[config.mk]
export PLATFORM = sky130hd
export DESIGN_NAME = isa_camac_cycle_ctrl
export DESIGN_NICKNAME = d
export VERILOG_FILES = /design/src/rtl/isa_camac_cycle_ctrl.sv
export SDC_FILE = /design/constraint.sdc
export NUM_CORES = 1
export LEC_CHECK = 0
export CAP_MARGIN = 40
export CORE_ASPECT_RATIO = 2
export CORE_MARGIN = 3
export CORE_UTILIZATION = 51
export CTS_BUF_LIST = sky130_fd_sc_hd__clkbuf_2 sky130_fd_sc_hd__clkbuf_4 sky130_fd_sc_hd__clkbuf_8
export CTS_CLUSTER_SIZE = 20
export DETAILED_ROUTE_END_ITERATION = 10
export HOLD_SLACK_MARGIN = 0.12
export PLACE_DENSITY = 0.82
export SKIP_CTS_REPAIR_TIMING = 1
export SLEW_MARGIN = 20
export SYNTH_ARGS = -nofsm -noshare
export SYNTH_HDL_FRONTEND = slang
export SYNTH_SLANG_ARGS = --single-unit
export TNS_END_PERCENT = 20
[constraint.sdc]
create_clock -name isa_clk -period 2.1 [get_ports isa_clk]
set_input_delay 0.525 -clock isa_clk [delete_from_list [all_inputs] [get_ports isa_clk]]
set_output_delay 0.525 -clock isa_clk [all_outputs]
set_load 0.005 [all_outputs]
[src/rtl/isa_camac_cycle_ctrl.sv]
// ISA I/O cycle controller for the Sm2201 ISA-CAMAC board: port-window decode, wait-state
// generation, back-end register strobes and maskable CAMAC request interrupt.
module isa_camac_cycle_ctrl #(
   parameter logic [9:0]  BASE_ADDR   = 10'h300,
   parameter int unsigned REG_AW      = 3,
   parameter int unsigned N_CH        = 4,
   parameter int unsigned WAIT_STATES = 2,
   parameter int unsigned TIMEOUT     = 32,
   parameter int unsigned IRQ_SEL     = 0
) (
   input  logic              isa_clk,
   input  logic              isa_reset,
   input  logic              isa_ior,
   input  logic              isa_iow,
   input  logic              isa_aen,
   input  logic [9:0]        isa_addr,
   input  logic [7:0]        isa_data_in,
   output logic [7:0]        isa_data_out,
   output logic              isa_data_oe,
   output logic              isa_chrdy,
   output logic [7:0]        isa_irq,
   output logic [REG_AW-1:0] reg_addr,
   output logic [7:0]        reg_wdata,
   output logic              reg_rd,
   output logic              reg_wr,
   input  logic [7:0]        reg_rdata,
   input  logic              reg_ack,
   input  logic [N_CH-1:0]   cb_prr
);
   localparam int unsigned       CW       = $clog2(TIMEOUT + 1);
   localparam logic [REG_AW-1:0] PEND_OFS = REG_AW'((1 << REG_AW) - 2);
   localparam logic [REG_AW-1:0] MASK_OFS = REG_AW'((1 << REG_AW) - 1);
   localparam logic [CW-1:0]     WS_LAST  = CW'(WAIT_STATES - 1);
   localparam logic [CW-1:0]     TO_LAST  = CW'(TIMEOUT - 1);

   typedef enum logic [1:0] {S_IDLE, S_WAIT, S_HOLD} state_t;

   state_t            state_q, state_n;
   logic              armed_q, ior_q, iow_q;
   logic [N_CH-1:0]   prr_q;
   logic [CW-1:0]     cnt_q, cnt_n;
   logic              is_rd_q, is_rd_n, is_loc_q, is_loc_n, ack_q, ack_n;
   logic [7:0]        rdata_q, rdata_n;
   logic [N_CH-1:0]   mask_q, mask_n, pend_q, pend_n;
   logic              irq_q;
   logic              chrdy_q, chrdy_n, oe_q, oe_n;
   logic [7:0]        dout_q, dout_n, wdata_q, wdata_n;
   logic [REG_AW-1:0] addr_q, addr_n;
   logic              rd_q, rd_n, wr_q, wr_n;

   logic              hit, ior_fall, iow_fall, start, acked, done, loc_ofs;
   logic [N_CH-1:0]   prr_fall;
   logic [7:0]        loc_val;

   // Edges are suppressed for one cycle after reset so a line held low through reset never fires.
   assign hit      = !isa_aen && (isa_addr[9:REG_AW] == BASE_ADDR[9:REG_AW]);
   assign ior_fall = armed_q && ior_q && !isa_ior;
   assign iow_fall = armed_q && iow_q && !isa_iow;
   assign start    = hit && (ior_fall ^ iow_fall);
   assign prr_fall = armed_q ? (prr_q & ~cb_prr) : '0;
   assign loc_ofs  = (isa_addr[REG_AW-1:0] == PEND_OFS) || (isa_addr[REG_AW-1:0] == MASK_OFS);
   assign loc_val  = (addr_q == MASK_OFS) ? 8'(mask_q) : 8'(pend_q);
   assign acked    = is_loc_q || ack_q || reg_ack;
   assign done     = (cnt_q >= WS_LAST) && (acked || (cnt_q >= TO_LAST));

   // Next-state and next-output logic
   always_comb begin
      state_n  = state_q;
      cnt_n    = cnt_q;
      is_rd_n  = is_rd_q;
      is_loc_n = is_loc_q;
      ack_n    = ack_q;
      rdata_n  = rdata_q;
      mask_n   = mask_q;
      pend_n   = pend_q;
      chrdy_n  = chrdy_q;
      oe_n     = oe_q;
      dout_n   = dout_q;
      wdata_n  = wdata_q;
      addr_n   = addr_q;
      rd_n     = 1'b0;
      wr_n     = 1'b0;
      case (state_q)
         S_IDLE: begin
            if (start) begin
               state_n  = S_WAIT;
               addr_n   = isa_addr[REG_AW-1:0];
               is_rd_n  = ior_fall;
               is_loc_n = loc_ofs;
               if (iow_fall) wdata_n = isa_data_in;
               chrdy_n  = 1'b0;
               cnt_n    = '0;
               ack_n    = 1'b0;
               rd_n     = ior_fall && !loc_ofs;
               wr_n     = iow_fall && !loc_ofs;
            end
         end
         S_WAIT: begin
            if (reg_ack && !ack_q) begin
               ack_n   = 1'b1;
               rdata_n = reg_rdata;
            end
            if (done) begin
               state_n = S_HOLD;
               chrdy_n = 1'b1;
               oe_n    = is_rd_q;
               if (is_loc_q)     dout_n = loc_val;
               else if (ack_q)   dout_n = rdata_q;
               else if (reg_ack) dout_n = reg_rdata;
               else              dout_n = 8'hFF;
               if (is_loc_q && !is_rd_q) begin
                  if (addr_q == MASK_OFS) mask_n = wdata_q[N_CH-1:0];
                  else                    pend_n = pend_q & ~wdata_q[N_CH-1:0];
               end
            end else begin
               cnt_n = cnt_q + CW'(1);
            end
         end
         S_HOLD: begin
            if (is_rd_q ? isa_ior : isa_iow) begin
               oe_n    = 1'b0;
               state_n = S_IDLE;
            end else begin
               oe_n = is_rd_q;
            end
         end
         default: state_n = S_IDLE;
      endcase
      // A request edge in the same cycle as a clear keeps its bit set.
      pend_n = pend_n | prr_fall;
   end

   always_ff @(posedge isa_clk) begin
      if (isa_reset) begin
         state_q  <= S_IDLE;
         armed_q  <= 1'b0;
         ior_q    <= 1'b1;
         iow_q    <= 1'b1;
         prr_q    <= '1;
         cnt_q    <= '0;
         is_rd_q  <= 1'b0;
         is_loc_q <= 1'b0;
         ack_q    <= 1'b0;
         rdata_q  <= '0;
         mask_q   <= '0;
         pend_q   <= '0;
         irq_q    <= 1'b0;
         chrdy_q  <= 1'b1;
         oe_q     <= 1'b0;
         dout_q   <= '0;
         wdata_q  <= '0;
         addr_q   <= '0;
         rd_q     <= 1'b0;
         wr_q     <= 1'b0;
      end else begin
         state_q  <= state_n;
         armed_q  <= 1'b1;
         ior_q    <= isa_ior;
         iow_q    <= isa_iow;
         prr_q    <= cb_prr;
         cnt_q    <= cnt_n;
         is_rd_q  <= is_rd_n;
         is_loc_q <= is_loc_n;
         ack_q    <= ack_n;
         rdata_q  <= rdata_n;
         mask_q   <= mask_n;
         pend_q   <= pend_n;
         irq_q    <= |(pend_q & mask_q);
         chrdy_q  <= chrdy_n;
         oe_q     <= oe_n;
         dout_q   <= dout_n;
         wdata_q  <= wdata_n;
         addr_q   <= addr_n;
         rd_q     <= rd_n;
         wr_q     <= wr_n;
      end
   end

   assign isa_data_out = dout_q;
   assign isa_data_oe  = oe_q;
   assign isa_chrdy    = chrdy_q;
   assign isa_irq      = 8'(irq_q) << IRQ_SEL;
   assign reg_addr     = addr_q;
   assign reg_wdata    = wdata_q;
   assign reg_rd       = rd_q;
   assign reg_wr       = wr_q;
endmodule
---- Word level (Yosys, flattened, before mapping) ----
Index checks and enable logic that the tools add are counted.
storage, ports and cells
  register bits after elaboration ......... 58
  bits in latches ......................... 0
  bits in writable memories ............... 0
  ROM bits ................................ 0
  bits of input ports ..................... 36
  output and inout bits ................... 31
  logic and storage cells ................. 105
  memories kept ........................... 0
cells by class
  add/subtract/negate cells ............... 1
  multiply operators ...................... 0
  divide/modulo/power cells ............... 0
  $lt $le $gt $ge ......................... 2
  equal/unequal tests ..................... 11
  shift-type cells ........................ 0
  mux-type cells .......................... 26
  bitwise logic cells ..................... 9
  reductions and logical operators ........ 36
operators by type and width
  kind                 number
  $mux 4               6
  $mux 8               3
  $reduce_and 3->1     5
  $and 4x4->4          3
  $mux 6               2
  $pmux 6 s2           1
  $logic_and 1x1->1    11
  $ne 2x2->1 const B   5
  $eq 3x3->1 const B   3
  $not 4->4            2
  $reduce_and 2->1     4
  $eq 7x7->1 const B   1
  $mux 1               7
  $add 6x1->6 const B  1
  $ge 6x1->1 const B   1
  $ge 6x5->1 const B   1
  $logic_not 1->1      6
  $mux 2               3
  $pmux 1 s2           3
  $pmux 2 s3           1
  $logic_or 1x1->1     4
  $or 4x4->4           1
  $reduce_and 4->1     1
  $reduce_bool 2->1    2
  7 further kinds      8

---- Longest topological paths before layout ----
Gate-level depths: netlist of the first run.
  depth after elaboration ................. 7
  mapped depth ............................ 7
  gate-level depth less buffers ........... 6

---- Worst setup path before layout of the first run ----
Ideal clock, no wire load.
  path kind ............................... flip-flop to flip-flop
  start point ............................. reg cnt_q[1]
  end point ............................... reg pend_q[3]
  library setup time ...................... 0.091 ns
  data arrival time ....................... 1.635 ns
  data required time ...................... 2.009 ns
  setup slack ............................. 0.374 ns
  stages on the path, launching flop included .. 7
  buffers on the path ..................... 0
  period minus slack after synthesis ...... 1.726 ns
  cells stage by stage .................... dfxtp_1 -> inv_1 -> ha_1 -> or4b_4 -> o221ai_4 -> nor2_2 -> a311oi_1
between the ends
  word-level cells in the longest chain between the ends .. 6
  elaborated cells between the ends (all ways) .. 7
  those cells by class .................... order compare: 2; mux: 2; bitwise: 1; reduce/logical: 2
RTL lines
  item                      RTL line  text
  start: declaration        41        logic [CW-1:0] cnt_q, cnt_n;
  start signal: assignment  161       cnt_q <= cnt_n;
  $ge 6x5->1                64        assign done = (cnt_q >= WS_LAST) && (acked || (cnt_q >= TO_LAST));
  $logic_or 1x1->1          64
  $logic_and 1x1->1 (*)     64
  $mux 4 (*)                103       if (done) begin
  $mux 4 (*)                83        case (state_q)
  $or 4x4->4 (*)            130       pend_n = pend_n | prr_fall;
  end signal: assignment    167       pend_q <= pend_n;
  end: declaration          44        logic [N_CH-1:0] mask_q, mask_n, pend_q, pend_n;
Every way passes the cells marked *; elsewhere a longest branch is shown, timed or not.
A chain may end at the register's enable or synchronous reset.

---- Worst setup path after layout of the first run ----
  start point ............................. in isa_addr[9]
  end point ............................... reg cnt_q[3]
between the ends
  word-level cells in the longest chain between the ends .. 5
RTL lines
  item                        RTL line  text
  start: declaration          16        input logic [9:0] isa_addr,
  $eq 7x7->1                  56        assign hit = !isa_aen && (isa_addr[9:REG_AW] == BASE_ADDR[9:REG_AW]);
  $logic_and 1x1->1           56
  $logic_and 1x1->1           59        assign start = hit && (ior_fall ^ iow_fall);
  $ne 2x2->1 (no line)        -
  $reduce_and 3->1 (no line)  -
No other way between the ends.

==> out/results.md, run 1 <==
| Result | Value |
|:---|:---|
| Antenna diode count | 0 |
| DR DRC count | 0 |
| Largest net degree at the start of global routing | 28 |
| Unrepaired setup endpoints after global routing | no |
| IR Drop Worst-Case VDD | 0.5872 mV |
| Number of cells in the finished layout apart from fillers | 453 |
| Number of nets with antenna violations after routing | 0 |
| Netlist area before placement | 2679 um^2 |
| Total of warnings raised by yosys | 0 |
| Area of the die | 6211 um^2 |
| Initial Util | 0.5407 |
| Total CTS buffers | 9 |
| Number of top-level design ports | 67 |
| Path type of the worst min-delay path | register to register |
| Total area of multi-input combinational cells | 1350 um^2 |
| Area of the placeable core | 4955 um^2 |
| CP required | 2.32 ns |
| Count of unique library cells instantiated by Yosys | 51 |
| Height of the chip | 108.5 um |
| CTS clock-pin slew for the worst setup and hold paths | 0.07 ns |
| Final Max Slew Viols | 0 |
| Filler instances | 394 |
| Share of final-layout standard cells stronger than drive strength 1 | 0.1490 |
| EDFF count, synth | 0 |
| Aggregate global-route resource usage | 0.2443 |
| DRC violation total after the first TritonRoute iteration | 118 |
| Setup clock skew after layout | 0.006791 ns |
| # Max-Cap Violations | 0 |
| Min Hold Slack | 0.4564 ns |
| Fmax | 478.0 MHz |
| Root Buffer Master | sky130_fd_sc_hd__clkbuf_8 |
| Mean Syn Cell Area | 8.477 um^2 |
| Sum of net half-perimeters after detailed placement | 5381 um |
| RePlAce Congestion | 0.8870 |
| Area growth from synthesis to layout | 37.60% |
| Number of antenna violations at the first check in global routing | 0 |
| Post-detailed-routing wire length | 7341 um |
| Sinks on the clock net | 58 |
| Setup slack on the worst flop-to-flop path | 0.19 ns |
| CP Capture Type | register |
| Worst setup path class | primary input to register |
| CTS H-tree depth | 3 |
| Net count of the finished layout | 430 |
| Arrival time of the worst setup path | 2.31 ns |
| Kind of start point of the critical path | primary input |
| Final setup fails | 0 |
| Cell count after placement | 437 |
| Most used DFF post-synth | sky130_fd_sc_hd__dfxtp_1 |
| Via count of the first global-routing pass | 2569 |
| R2R Path End | pend_q[3] |
| Horizontal extent of the die | 57.25 um |
| TritonCTS clock tree | yes |
| Via density per instance | 5.861 |
| Number of synthesized register bits | 58 |
| Buffers on Ports | 59 |
| Hold Violations, Final | 0 |
| Final worst-path cycle share | 0.9961 |
| Via count | 2655 |
| Util after Layout | 0.7439 |
| Residual overflow from global routing | 0 |
| Combined flip-flop and latch cell area | 1161 um^2 |
| Biggest fanout along the worst timing path | 4 |
| Worst-skew pair later-pin latency | 0.34 ns |
| Capturing element of the worst setup path | cnt_q[3] |
| Depth of the worst register-to-register path | 6 |
| Worst Setup SP | isa_addr[9] |
| Static leakage | 1.340 nW |
| First-pass GRT wire length | 11680 um |
| Mapped Cells | 316 |
| Share of async-settable or async-resettable flops after synthesis | 0 |
| DR WL/cell | 16.21 um |
| Power Dens Cells | 713.4 nW/um^2 |
| Outcome | finished clean |
| 1st-pass router iterations | 5 |
| Fraction of the yosys area taken by sequential cells | 0.4334 |
| Minimum period implied by the final worst setup slack | 2.092 ns |
| Clock Path Buffers | 2 |
| RR Startpoint | cnt_q[1] |
| Number of rows created at floorplan | 36 |
==> cells by family (layout without fill, tap and decap cells) <==
logic type | after synthesis | count (layout) | share of synthesized area
AND/OR/NAND/NOR | 109 | 109 | 0.2191
adder cells (fa/ha/maj) | 3 | 3 | 0.01401
other | 1 | 7 | 0.001400
flip-flops | 58 | 58 | 0.4334
multiplexers | 9 | 9 | 0.03550
buffers and inverters | 41 | 115 | 0.07099
AO/OA/AOI/OAI | 93 | 93 | 0.2191
XOR/XNOR | 2 | 2 | 0.006540
==> per-layer routing <==
layer / wire length (um) / track usage
met1: 2603 / 0.2411
met5: 0 / 0
met3: 365 / 0.06093
met4: 274 / 0.1310
met2: 4098 / 0.4517
==> layout by cell type, fill, tap and decap left out, drive strengths merged, types with 4 or more instances in the layout <==
master	netlist	layout
nor4	4	4
conb	1	7
a21oi	36	36
nand3b	4	4
o22ai	6	6
clkbuf	14	12
clkdlybuf4s50	0	59
nor2b	4	4
a221oi	8	8
nand2	28	28
o21ai	22	22
nor2	17	17
mux2	4	4
dfxtp	58	58
mux2i	5	5
a31oi	5	5
inv	15	15
nand3	23	23
or2	5	5
a22oi	4	4
nand4	4	4
buf	12	25
==> synthesized netlist by cell type, drive strengths merged (2+ instances only) <==
cell / count / share of area
a21oi: 36 / 0.067
a221oi: 8 / 0.026
a22oi: 4 / 0.011
a311oi: 2 / 0.0065
a31oi: 5 / 0.012
and2: 3 / 0.0070
and3: 3 / 0.0070
buf: 12 / 0.029
clkbuf: 14 / 0.021
dfxtp: 58 / 0.43
ha: 3 / 0.014
inv: 15 / 0.021
mux2: 4 / 0.017
mux2i: 5 / 0.019
nand2: 28 / 0.039
nand3: 23 / 0.043
nand3b: 4 / 0.011
nand4: 4 / 0.0093
nor2: 17 / 0.025
nor2b: 4 / 0.0093
nor3: 2 / 0.0037
nor4: 4 / 0.0093
o21ai: 22 / 0.041
o22ai: 6 / 0.016
o31ai: 3 / 0.0084
or2: 5 / 0.012
or3: 3 / 0.0070
==> where the power goes <==
part	internal [mW]	total (mW)	switching, mW
logic	0.111	0.203	0.0925
registers	1.11	1.12	0.00739
clock network	0.866	1.31	0.440
total	2.09	2.63	0.540
==> how the worst min path moves through the flow <==
| stage | from | end | slack (ns) | depth (start not counted) |
|---|---|---|---|---|
| final | rdata_q[7] | rdata_q[7] | 0.46 | 2 |
| after global routing | rdata_q[7] | rdata_q[7] | 0.48 | 2 |
| after CTS | rdata_q[6] | rdata_q[6] | 0.46 | 2 |
| after detailed placement | rdata_q[5] | rdata_q[5] | 0.45 | 2 |
| after global placement | rdata_q[6] | rdata_q[6] | 0.44 | 2 |
| after floorplan | rdata_q[0] | rdata_q[0] | 0.44 | 2 |
==> registers in the layout, indices dropped and copies added, names as in the netlist <==
| name | count |
|---|---|
| isa_data_out | 8 |
| rdata_q | 8 |
| reg_wdata | 8 |
| cnt_q | 6 |
| mask_q | 4 |
| pend_q | 4 |
| prr_q | 4 |
| reg_addr | 3 |
| state_q | 2 |
| ack_q | 1 |
| armed_q | 1 |
| ior_q | 1 |
| iow_q | 1 |
| irq_q | 1 |
| is_loc_q | 1 |
| is_rd_q | 1 |
| isa_chrdy | 1 |
| isa_data_oe | 1 |
| reg_rd | 1 |
| reg_wr | 1 |
==> final cells by class <==
class	instances	share of cell area
clock inverter	4	0.02648
inverter	15	0.01527
tap	57	0.01935
timing repair buffer	84	0.2145
sequential	58	0.3150
clock buffer	12	0.04311
multi-input combinational	223	0.3663
==> critical path, cell delays in order <==
cell and delay (ns):
sky130_fd_sc_hd__clkdlybuf4s50_1 0.46, sky130_fd_sc_hd__nor4bb_1 0.43, sky130_fd_sc_hd__nand3_1 0.21, sky130_fd_sc_hd__o21ai_0 0.44
sky130_fd_sc_hd__buf_4 0.22, sky130_fd_sc_hd__a21oi_1 0.04
==> metrics by stage <==
step	worst slack, ns	power (mW)	TNS (ns)	instance area (um^2)
after floorplan	0.3741	1.232	0	2701
after global routing	0.01939	2.705	0	3686
after CTS	0.06804	2.636	0	3686
after global placement	-0.08348	1.339	-0.9387	3430
after detailed placement	-0.2064	1.343	-4.158	3430
final	0.008108	2.630	0	3686
Note: power is estimated with default switching activity, not from simulation.
==> run 2, diff against run 1 <==
--- a/config.mk
+++ b/config.mk
@@ -6,7 +6,6 @@
 export NUM_CORES = 1
 export LEC_CHECK = 0
 export CAP_MARGIN = 40
-export CORE_ASPECT_RATIO = 2
 export CORE_MARGIN = 3
 export CORE_UTILIZATION = 51
 export CTS_BUF_LIST = sky130_fd_sc_hd__clkbuf_2 sky130_fd_sc_hd__clkbuf_4 sky130_fd_sc_hd__clkbuf_8
==> run 2 against run 1 <==
Net effect:
- total power down 9.2%
- wire length up 0.50%
- worst hold slack about the same
- critical endpoint is now cnt_q[5]
- largest cell class unchanged
==> out/results.md, run 2 (synthesized netlist as in run 1, its figures left out) <==
| Result | Value | Delta |
|:---|:---|:---|
| Hold Violations, Final | 0 | unchanged |
| 1st-pass router iterations | 5 | unchanged |
| Kind of start point of the critical path | register |  |
| Static leakage | 1.327 nW | -0.97% |
| DR DRC count | 0 | unchanged |
| Fin Setup TNS | 0 ns | unchanged |
| Clock group share of total power | 0.447 | -0.050 |
| Number of cells in the finished layout apart from fillers | 462 | +2.0% |
| Fmax | 501.0 MHz | +4.8% |
| Horizontal extent of the die | 78.48 um | +37% |
| CTS H-tree depth | 3 | unchanged |
| Final setup fails | 0 | unchanged |
| Worst-skew pair later-pin latency | 0.34 ns | about the same |
| Area growth from synthesis to layout | 37.18% |  |
| Leading cell types in the layout, fill and taps excluded | sky130_fd_sc_hd__clkdlybuf4s50_1, sky130_fd_sc_hd__dfxtp_1, sky130_fd_sc_hd__a21oi_1, sky130_fd_sc_hd__nand2_1, sky130_fd_sc_hd__nand3_1 |  |
| TritonCTS clock tree | yes |  |
| Combinational share of power | 0.083 | +0.006 |
| Slowest Stage Delay on Critical Path | 0.52 ns | +0.06 ns |
| Crit path max-delay family | simple AND/OR/NAND/NOR gates |  |
| Sequential power share | 0.469 | +0.043 |
| Post-placement setup slack | -0.1757 ns | +0.03063 ns |
| Initial Util | 0.5455 | +0.004821 |
| Post-detailed-routing wire length | 7378 um | +0.50% |
| Largest net degree at the start of global routing | 46 | +64% |
| Path type of the worst min-delay path | register to register |  |
| Worst Tran Pin Value | 0.5228 ns |  |
| Sinks on the clock net | 58 | unchanged |
| Filler instances | 360 | -8.6% |
| Fin area | 3675 um^2 | -0.31% |
| Headroom to the max-slew limit | 0.6490 |  |
| Residual overflow from global routing | 0 | unchanged |
| Height of the chip | 78.48 um | -28% |
| Total CTS buffers | 9 | unchanged |
| Switching share of power | 0.2149 | +0.009511 |
| Critical Path Slowest Stage Cell | sky130_fd_sc_hd__or4b_4 |  |
| Most common cell after layout, fill and taps aside | sky130_fd_sc_hd__clkdlybuf4s50_1 |  |
| List of cells traversed by the critical path | inv_1 > ha_1 > or4b_4 > o22ai_2 > a41oi_1 > nor2_1 |  |
| Buffering stage count on the worst path with inverters included | 1 | -1 |
| Final worst-path cycle share | 0.9504 | -0.04573 |
| Antenna diode count | 0 | unchanged |
| Internal power summed over all cells | 1.874 mW | -10% |
| Worst setup path class | register to register |  |
| Net count of the finished layout | 429 | -0.23% |
| Min Hold Slack | 0.4560 ns | -0.0003940 ns |
| CTS clock-pin slew for the worst setup and hold paths | 0.06 ns | about the same |
| RePlAce Congestion | 0.8545 | -3.7% |
| Power Dens Cells | 649.6 nW/um^2 | -8.9% |
| IR Drop Worst-Case VDD | 0.5326 mV | -9.3% |
| First-pass GRT wire length | 12010 um | +2.8% |
| Via count of the first global-routing pass | 2569 | unchanged |
| Aggregate global-route resource usage | 0.2488 | +0.004489 |
| Setup clock skew after layout | 0.003235 ns | -0.003556 ns |
| Placed standard-cell area | 3460 um^2 | +0.88% |
| Minimum period implied by the final worst setup slack | 1.996 ns | -0.09603 ns |
| Switching pwr | 0.5130 mW | -5.0% |
| Area of the placeable core | 4911 um^2 | -0.88% |
| Util after Layout | 0.7483 | +0.004341 |
| Final Worst Setup Slack | 0.1041 ns | +0.09603 ns |
| DR WL/cell | 15.97 um | -1.5% |
| CP required | 2.37 ns | +0.05 ns |
| Sum of net half-perimeters after detailed placement | 5213 um | -3.1% |
| Number of top-level design ports | 67 | unchanged |
| Arrival time of the worst setup path | 2.27 ns | -0.04 ns |
| Number of rows created at floorplan | 25 | -31% |
| Via density per instance | 5.820 | -0.69% |
| Number of antenna violations at the first check in global routing | 0 | unchanged |
| Share of final-layout standard cells stronger than drive strength 1 | 0.1494 | +0.0003772 |
| Number of nets with antenna violations after routing | 0 | unchanged |
| Area of the die | 6158 um^2 | -0.84% |
| Biggest fanout along the worst timing path | 6 | +2 |
| Clock Path Buffers | 2 | unchanged |
| Via count | 2689 | +1.3% |
| Sum of internal, switching and leakage power | 2.387 mW | -9.2% |
| Unrepaired setup endpoints after global routing | no |  |
| CP Capture Type | register |  |
| Buffers on Ports | 59 | unchanged |
| Final Max Slew Viols | 0 | unchanged |
| Cell count after placement | 446 | +2.1% |
| Root Buffer Master | sky130_fd_sc_hd__clkbuf_8 |  |
| # Max-Cap Violations | 0 | unchanged |
| Outcome | finished clean |  |
| DRC violation total after the first TritonRoute iteration | 184 | +56% |
[run 2: layer usage]
metal,share of wire,global-route usage,vias to the layer above
met3,0.084,0.08257,21
met2,0.48,0.4007,137
met5,0,0,-
li1,-,-,1278
met1,0.42,0.3067,1253
met4,0.025,0.09790,0
[run 2: final timing paths]
kind	startpoint	end	slack, ns	cells past startpoint
setup reg to reg	cnt_q[1]	cnt_q[5]	0.10	6
setup / recovery	cnt_q[1]	cnt_q[5]	0.10	6
hold reg to reg	rdata_q[7]	rdata_q[7]	0.46	2
hold / removal	rdata_q[7]	rdata_q[7]	0.46	2
[run 2: layout make-up]
class / instances / area [um^2] / area share
multi-input cells: 223 / 1356 / 0.3691
flip-flops and latches: 58 / 1161 / 0.3160
repair buffers: 83 / 808.3 / 0.2200
clock inverters: 2 / 35.03 / 0.009534
well taps: 67 / 83.83 / 0.02281
clock buffers: 14 / 173.9 / 0.04733
inverters: 15 / 56.30 / 0.01532
[run 2: power by group through the flow]
stage               combinational [mW]  sequential, mW  clock [mW]
floorplan                       0.0906            1.14           0
global placement                 0.193            1.14           0
detailed placement               0.196            1.14           0
CTS                              0.198            1.12        1.08
global route                     0.213            1.12        1.13
finish                           0.199            1.12        1.07
[run 2: tightest hold or removal path, stage by stage, from the launching register on]
cell and delay, ns:
sky130_fd_sc_hd__dfxtp_1 0.31, sky130_fd_sc_hd__nand2_1 0.05, sky130_fd_sc_hd__a21oi_1 0.05
==> run 3, diff against run 2 <==
--- a/config.mk
+++ b/config.mk
@@ -7,12 +7,12 @@
 export LEC_CHECK = 0
 export CAP_MARGIN = 40
 export CORE_MARGIN = 3
-export CORE_UTILIZATION = 51
+export CORE_UTILIZATION = 46
 export CTS_BUF_LIST = sky130_fd_sc_hd__clkbuf_2 sky130_fd_sc_hd__clkbuf_4 sky130_fd_sc_hd__clkbuf_8
 export CTS_CLUSTER_SIZE = 20
 export DETAILED_ROUTE_END_ITERATION = 10
 export HOLD_SLACK_MARGIN = 0.12
-export PLACE_DENSITY = 0.82
+export PLACE_DENSITY = 0.78
 export SKIP_CTS_REPAIR_TIMING = 1
 export SLEW_MARGIN = 20
 export SYNTH_ARGS = -nofsm -noshare
==> constraint.sdc (replaced) <==
create_clock -name isa_clk -period 1.7 [get_ports isa_clk]
set_input_delay 0.425 -clock isa_clk [delete_from_list [all_inputs] [get_ports isa_clk]]
set_output_delay 0.425 -clock isa_clk [all_outputs]
set_load 0.005 [all_outputs]
==> run 3 against run 2 <==
Net effect:
- the flow now finishes with violations (setup timing)
- via count shrank 0.41%
- first-iteration DRC count grew 7.1%
- register-to-register slack lost 0.18 ns
- die area grew 10%
- clock-buffer cell count shrank 2
- core utilization shrank 5.3 points
- combinational power grew 29%
- total power grew 30%
- sequential share of layout area shrank 1.4 points
- final cell count grew 3.7%
- critical path type unchanged
- critical endpoint is now cnt_q[3]
- largest cell class unchanged
==> out/results.md, run 3 (synthesized netlist as in run 1, its figures left out) <==
| Result | Value | Delta |
|:---|:---|:---|
| Fin Setup TNS | -0.4280 ns | -0.4280 ns |
| Static leakage | 1.435 nW | +8.1% |
| TritonCTS clock tree | yes |  |
| Hold Violations, Final | 0 | unchanged |
| Final setup fails | 14 | +14 |
| Setup slack on the worst flop-to-flop path | -0.07 ns | -0.18 ns |
| RR Startpoint | cnt_q[2] |  |
| DRC violation total after the first TritonRoute iteration | 197 | +7.1% |
| Setup clock skew after layout | 0.009525 ns | +0.006290 ns |
| Final Worst Setup Slack | -0.07276 ns | -0.1769 ns |
| Number of rows created at floorplan | 27 | +8.0% |
| CP Capture Type | register |  |
| Sum of internal, switching and leakage power | 3.108 mW | +30% |
| CTS H-tree depth | 3 | unchanged |
| Depth of the worst register-to-register path | 4 | -2 |
| Sum of net half-perimeters after detailed placement | 5029 um | -3.5% |
| Share of final-layout standard cells stronger than drive strength 1 | 0.2260 | +0.07668 |
| Headroom to the max-slew limit | 0.6523 | +0.003384 |
| DR WL/cell | 15.59 um | -2.3% |
| Residual overflow from global routing | 0 | unchanged |
| Horizontal extent of the die | 82.31 um | +4.9% |
| Switching pwr | 0.6726 mW | +31% |
| Worst Tran Pin Value | 0.5167 ns | -0.006085 ns |
| Sequential power share | 0.445 | -0.024 |
| Worst setup path class | register to register |  |
| CTS clock-pin slew for the worst setup and hold paths | 0.07 ns | about the same |
| Number of nets with antenna violations after routing | 0 | unchanged |
| Fmax | 564.1 MHz | +13% |
| Cell count after placement | 462 | +3.6% |
| Outcome | finished with violations |  |
| Total area of multi-input combinational cells | 1438 um^2 | +6.0% |
| Total CTS buffers | 9 | unchanged |
| Initial Util | 0.4806 | -0.06489 |
| Final Max Slew Viols | 0 | unchanged |
| Worst-skew pair later-pin latency | 0.35 ns | about the same |
| 1st-pass router iterations | 4 | -1 |
| Clock Path Buffers | 2 | unchanged |
| Kind of start point of the critical path | register |  |
| Leading cell types in the layout, fill and taps excluded | sky130_fd_sc_hd__clkdlybuf4s50_1, sky130_fd_sc_hd__dfxtp_1, sky130_fd_sc_hd__a21oi_1, sky130_fd_sc_hd__buf_4, sky130_fd_sc_hd__nand2_1 |  |
| Violations in the final reports | setup timing |  |
| Slowest Stage Delay on Critical Path | 0.51 ns | about the same |
| Hold depth | 2 | unchanged |
| Clock group share of total power | 0.473 | +0.026 |
| Via count | 2678 | -0.41% |
| Number of antenna violations at the first check in global routing | 0 | unchanged |
| Net count of the finished layout | 441 | +2.8% |
| Root Buffer Master | sky130_fd_sc_hd__clkbuf_8 |  |
| Most common cell after layout, fill and taps aside | sky130_fd_sc_hd__clkdlybuf4s50_1 |  |
| R2R Path End | cnt_q[3] |  |
| Minimum period implied by the final worst setup slack | 1.773 ns | -0.2231 ns |
| Area of the die | 6775 um^2 | +10% |
| Startpoint of the tightest hold check path | rdata_q[1] |  |
| IR Drop Worst-Case VDD | 0.4691 mV | -12% |
| CP required | 1.97 ns | -0.40 ns |
| Aggregate global-route resource usage | 0.2191 | -0.02972 |
| Internal power summed over all cells | 2.435 mW | +30% |
| Largest net degree at the start of global routing | 32 | -30% |
| Number of top-level design ports | 67 | unchanged |
| Area growth from synthesis to layout | 44.65% |  |
| Post-detailed-routing wire length | 7470 um | +1.2% |
| Buffers on Ports | 59 | unchanged |
| Sink of the worst hold path | rdata_q[1] |  |
| Arrival time of the worst setup path | 2.04 ns | -0.23 ns |
| List of cells traversed by the critical path | nor4_1 > a22oi_1 > or3_1 > a21oi_1 |  |
| Antenna diode count | 0 | unchanged |
| Height of the chip | 82.31 um | +4.9% |
| Power Dens Cells | 802.0 nW/um^2 | +23% |
| Path type of the worst min-delay path | register to register |  |
| Combined flip-flop and latch cell area | 1169 um^2 | +0.65% |
| Via count of the first global-routing pass | 2512 | -2.2% |
| Biggest fanout along the worst timing path | 8 | +2 |
| RePlAce Congestion | 0.8156 | -4.6% |
| Unrepaired setup endpoints after global routing | yes |  |
| Sinks on the clock net | 58 | unchanged |
| Switching share of power | 0.2164 | +0.001521 |
| Via density per instance | 5.591 | -3.9% |
| Final worst-path cycle share | 1.043 | +0.09239 |
| DR DRC count | 0 | unchanged |
| Number of cells in the finished layout apart from fillers | 479 | +3.7% |
| Combinational share of power | 0.083 | about the same |
| Area of the placeable core | 5574 um^2 | +14% |
| First-pass GRT wire length | 11320 um | -5.8% |
| Filler instances | 447 | +24% |
| Critical Path Slowest Stage Cell | sky130_fd_sc_hd__nor4_1 |  |
| # Max-Cap Violations | 0 | unchanged |
==> run 3: cell count changes in the layout (fill, tap and decap cells not counted), sizes merged <==
cell	before	now
buf	24	36
clkbuf	14	12
clkdlybuf4s50	59	57
dlymetal6s2s	0	2
bufinv	1	2
clkinv	1	2
==> run 3: worst max path at each step <==
| stage | startpoint | end | slack (ns) | cells past startpoint |
|---|---|---|---|---|
| after global placement | reg_ack | pend_q[2] | -0.34 | 5 |
| after detailed placement | isa_addr[9] | reg_wdata[7] | -0.43 | 7 |
| after CTS | cnt_q[1] | pend_q[3] | -0.09 | 6 |
| final | cnt_q[2] | cnt_q[3] | -0.07 | 4 |
| after global routing | cnt_q[1] | mask_q[3] | -0.15 | 6 |
| after floorplan | cnt_q[1] | pend_q[3] | -0.008 | 6 |
==> run 3: worst max-delay path, delay by kind of cell (launching register included) <==
family / cells / cell delay, ns
and+or+nand+nor: 2 / 0.90
AOI/OAI and AO/OA: 2 / 0.43
DFF: 1 / 0.37
==> run 3: final cells by class <==
type | count | area share
multi-input combinational | 223 | 0.3710
tap | 72 | 0.02325
inverter | 15 | 0.01453
clock buffer | 12 | 0.04101
timing repair buffer | 95 | 0.2296
clock inverter | 4 | 0.01905
sequential | 58 | 0.3016
==> run 3: stage by stage <==
stage	instance area (um^2)	util	hold WS (ns)	setup WS [ns]
after floorplan	2705	-	0.4363	-0.007547
after global placement	3527	0.6328	0.4420	-0.3396
after detailed placement	3527	0.6328	0.4483	-0.4313
after CTS	3760	0.6745	0.4574	-0.09167
after global routing	3875	0.6952	0.4790	-0.1512
final	3875	0.6952	0.4562	-0.07276
==> run 3: metal layers <==
| metal | part of all wire | vias to the layer above | GRT usage |
|---|---|---|---|
| met1 | 0.43 | 1259 | 0.2849 |
| met3 | 0.064 | 17 | 0.07050 |
| met4 | 0.016 | 0 | 0.06977 |
| li1 | - | 1303 | - |
| met5 | 0 | - | 0 |
| met2 | 0.49 | 99 | 0.3438 |
==> run 3: power by group through the flow <==
stage,sequential (mW),clock (mW),combinational [mW]
global placement,1.41,0,0.242
floorplan,1.41,0,0.112
global route,1.38,1.55,0.279
detailed placement,1.41,0,0.242
finish,1.38,1.47,0.256
CTS,1.38,1.48,0.244
==> variant (config.mk and constraints of run 3) <==
Put a register stage on the output `isa_irq`, cleared by the reset. The value now appears one clock later. The other outputs are not delayed to match.
--- a/src/rtl/isa_camac_cycle_ctrl.sv
+++ b/src/rtl/isa_camac_cycle_ctrl.sv
@@ -179,7 +179,13 @@
    assign isa_data_out = dout_q;
    assign isa_data_oe  = oe_q;
    assign isa_chrdy    = chrdy_q;
-   assign isa_irq      = 8'(irq_q) << IRQ_SEL;
+   always_ff @(posedge isa_clk) begin
+      if (isa_reset) begin
+         isa_irq <= '0;
+      end else begin
+         isa_irq <= 8'(irq_q) << IRQ_SEL;
+      end
+   end
    assign reg_addr     = addr_q;
    assign reg_wdata    = wdata_q;
    assign reg_rd       = rd_q;
Check against the original RTL: not equivalent (Yosys sat finds a counterexample within 10 cycles, from zero or initial values and one cycle with isa_reset high).
==> variant against run 3 <==
Cell count shrank 2.3%; hold slack lost 0.012 ns; clock skew grew 0.00080 ns; worst setup slack lost 0.031 ns; wire length shrank 16%; synthesized area shrank 4.1%; total power shrank 0.86%; the run still ends with setup timing left; synthesized cell count shrank 5.1%; die area shrank 3.8%; fmax shrank 1.7%; sequential cell count grew 1; design area shrank 2.6%.
==> variant: results (changes against run 3) <==
| Metric | Value |
|---|---|
| Status | complete, but fails checks (unchanged) |
| Failing checks | setup timing (unchanged) |
| P_int | 0.002437 W (was 0.002435 W) |
| Ys async rst share | 0% (unchanged) |
| Vias in the first global route | 2345 (was 2512) |
| WL met1 | 2.726 mm (was 3.238 mm) |
| Worst Setup EP | cnt_q[1] (was cnt_q[3]) |
| Met3 usage | 5.765% (was 7.050%) |
| Largest net degree at the start of global routing | 28 (was 32) |
| Met1 Usage GRT | 24.31% (was 28.49%) |
| Ranking of synthesized cells by area | dfxtp_1, a21oi_1, mux2i_1 (was dfxtp_1, a21oi_1, nand3_1) |
| Critical-path maximum fanout | 4 (was 8) |
| Met2 Resource Use GR | 32.28% (was 34.38%) |
| Sequential Power | 0.00141 W |
| HPWL after detailed placement | 4.581 mm (was 5.029 mm) |
| P_clk | 0.00147 W (about the same) |
| Synth cell types | 42 (was 51) |
| Worst path max stage delay | 0.35 ns (was 0.51 ns) |
| Placer Congestion | 0.8404 (was 0.8156) |
| Layout Cells excl Fill | 468 (was 479) |
| DP Cell Count | 447 (was 462) |
| Proportion of layout cells with a drive suffix above 1 | 22.36% (was 22.60%) |
| Worst R2R Path Depth | 9 (was 4) |
| Critical path arrival | 2.06 ns (was 2.04 ns) |
| Worst Hold Depth | 1 (was 2) |
| DRT iter0 DRCs | 76 (was 197) |
| Post-synth top cells | dfxtp_1, a21oi_1, nand2_1 (unchanged) |
| Inserted Clock Buffers | 9 (unchanged) |
| DR vias | 2402 (was 2678) |
| Place WS | -0.5435 ns (was -0.4313 ns) |
| First-pass GRT wire length | 10.18 mm (was 11.32 mm) |
| Worst IR Drop VDD | 0.6856 mV (was 0.4691 mV) |
| Fin Hold WS | 0.4444 ns (was 0.4562 ns) |
| Cell count after synthesis | 300 (was 316) |
| Sequential share of the synthesized area | 45.96% (was 43.34%) |
| Initial antenna violation count | 0 (unchanged) |
| Clock Latency Late Sink | 0.33 ns (was 0.35 ns) |
| Setup TNS | -0.5657 ns (was -0.4280 ns) |
| Placed instance area | 0.003420 mm² (was 0.003527 mm²) |
| Topmost layer with routed signal wires | met4 (unchanged) |
| Leak | 1.521 nW (was 1.435 nW) |
| Top FF cell, synth | dfxtp_1 (unchanged) |
| Routed WL | 6.261 mm (was 7.470 mm) |
| Synthesis Warnings | 0 (unchanged) |
| H-tree Lvls | 3 (unchanged) |
| Worst r2r src | cnt_q[0] (was cnt_q[2]) |
| Sw Share | 20.92% (was 21.64%) |
| All-Layer GR Usage | 20.07% (was 21.91%) |
| Slowest-stage cell, CP | dfxtp_2 (was nor4_1) |
| Final WS setup | -0.1038 ns (was -0.07276 ns) |
| WHS Endpoint | isa_irq[0] (was rdata_q[1]) |
| Met2 wire len | 2.944 mm (was 3.626 mm) |
| Hold path startpoint | irq_q (was rdata_q[1]) |
| Nets@finish | 432 (was 441) |
| Metal3 WL | 443 µm (was 481 µm) |
| Max Clock Skew | 0.01032 ns (was 0.009525 ns) |
| Final number of setup-violating endpoints | 13 (was 14) |
[variant: changes by cell type after synthesis, sizes merged, moves of 6 or more]
cell | before | now
a221oi | 8 | 1
nor2 | 17 | 28
nand2 | 28 | 40
o21ai | 22 | 4
mux2i | 5 | 16
nand3 | 23 | 8
o22ai | 6 | 0
[variant: cell type report]
type,count,area (µm²)
Inverter,13,48.80
Tap cell,70,87.58
Clock buffer,12,158.9
Multi-Input combinational cell,213,1309
Clock inverter,4,72.57
Timing Repair Buffer,97,907.1
Sequential cell,59,1189
Fill cell,405,1498
[variant: cell families after synthesis]
group / after synthesis / synth area share (%)
xor gates and xnor gates: 3 / 1.023
buffers and inverters: 34 / 6.719
AOI/OAI and AO/OA: 62 / 14.36
other: 1 / 0.1459
and+or+nand+nor: 121 / 23.66
DFF: 59 / 45.96
muxes: 17 / 6.670
adders and majority gates: 3 / 1.461
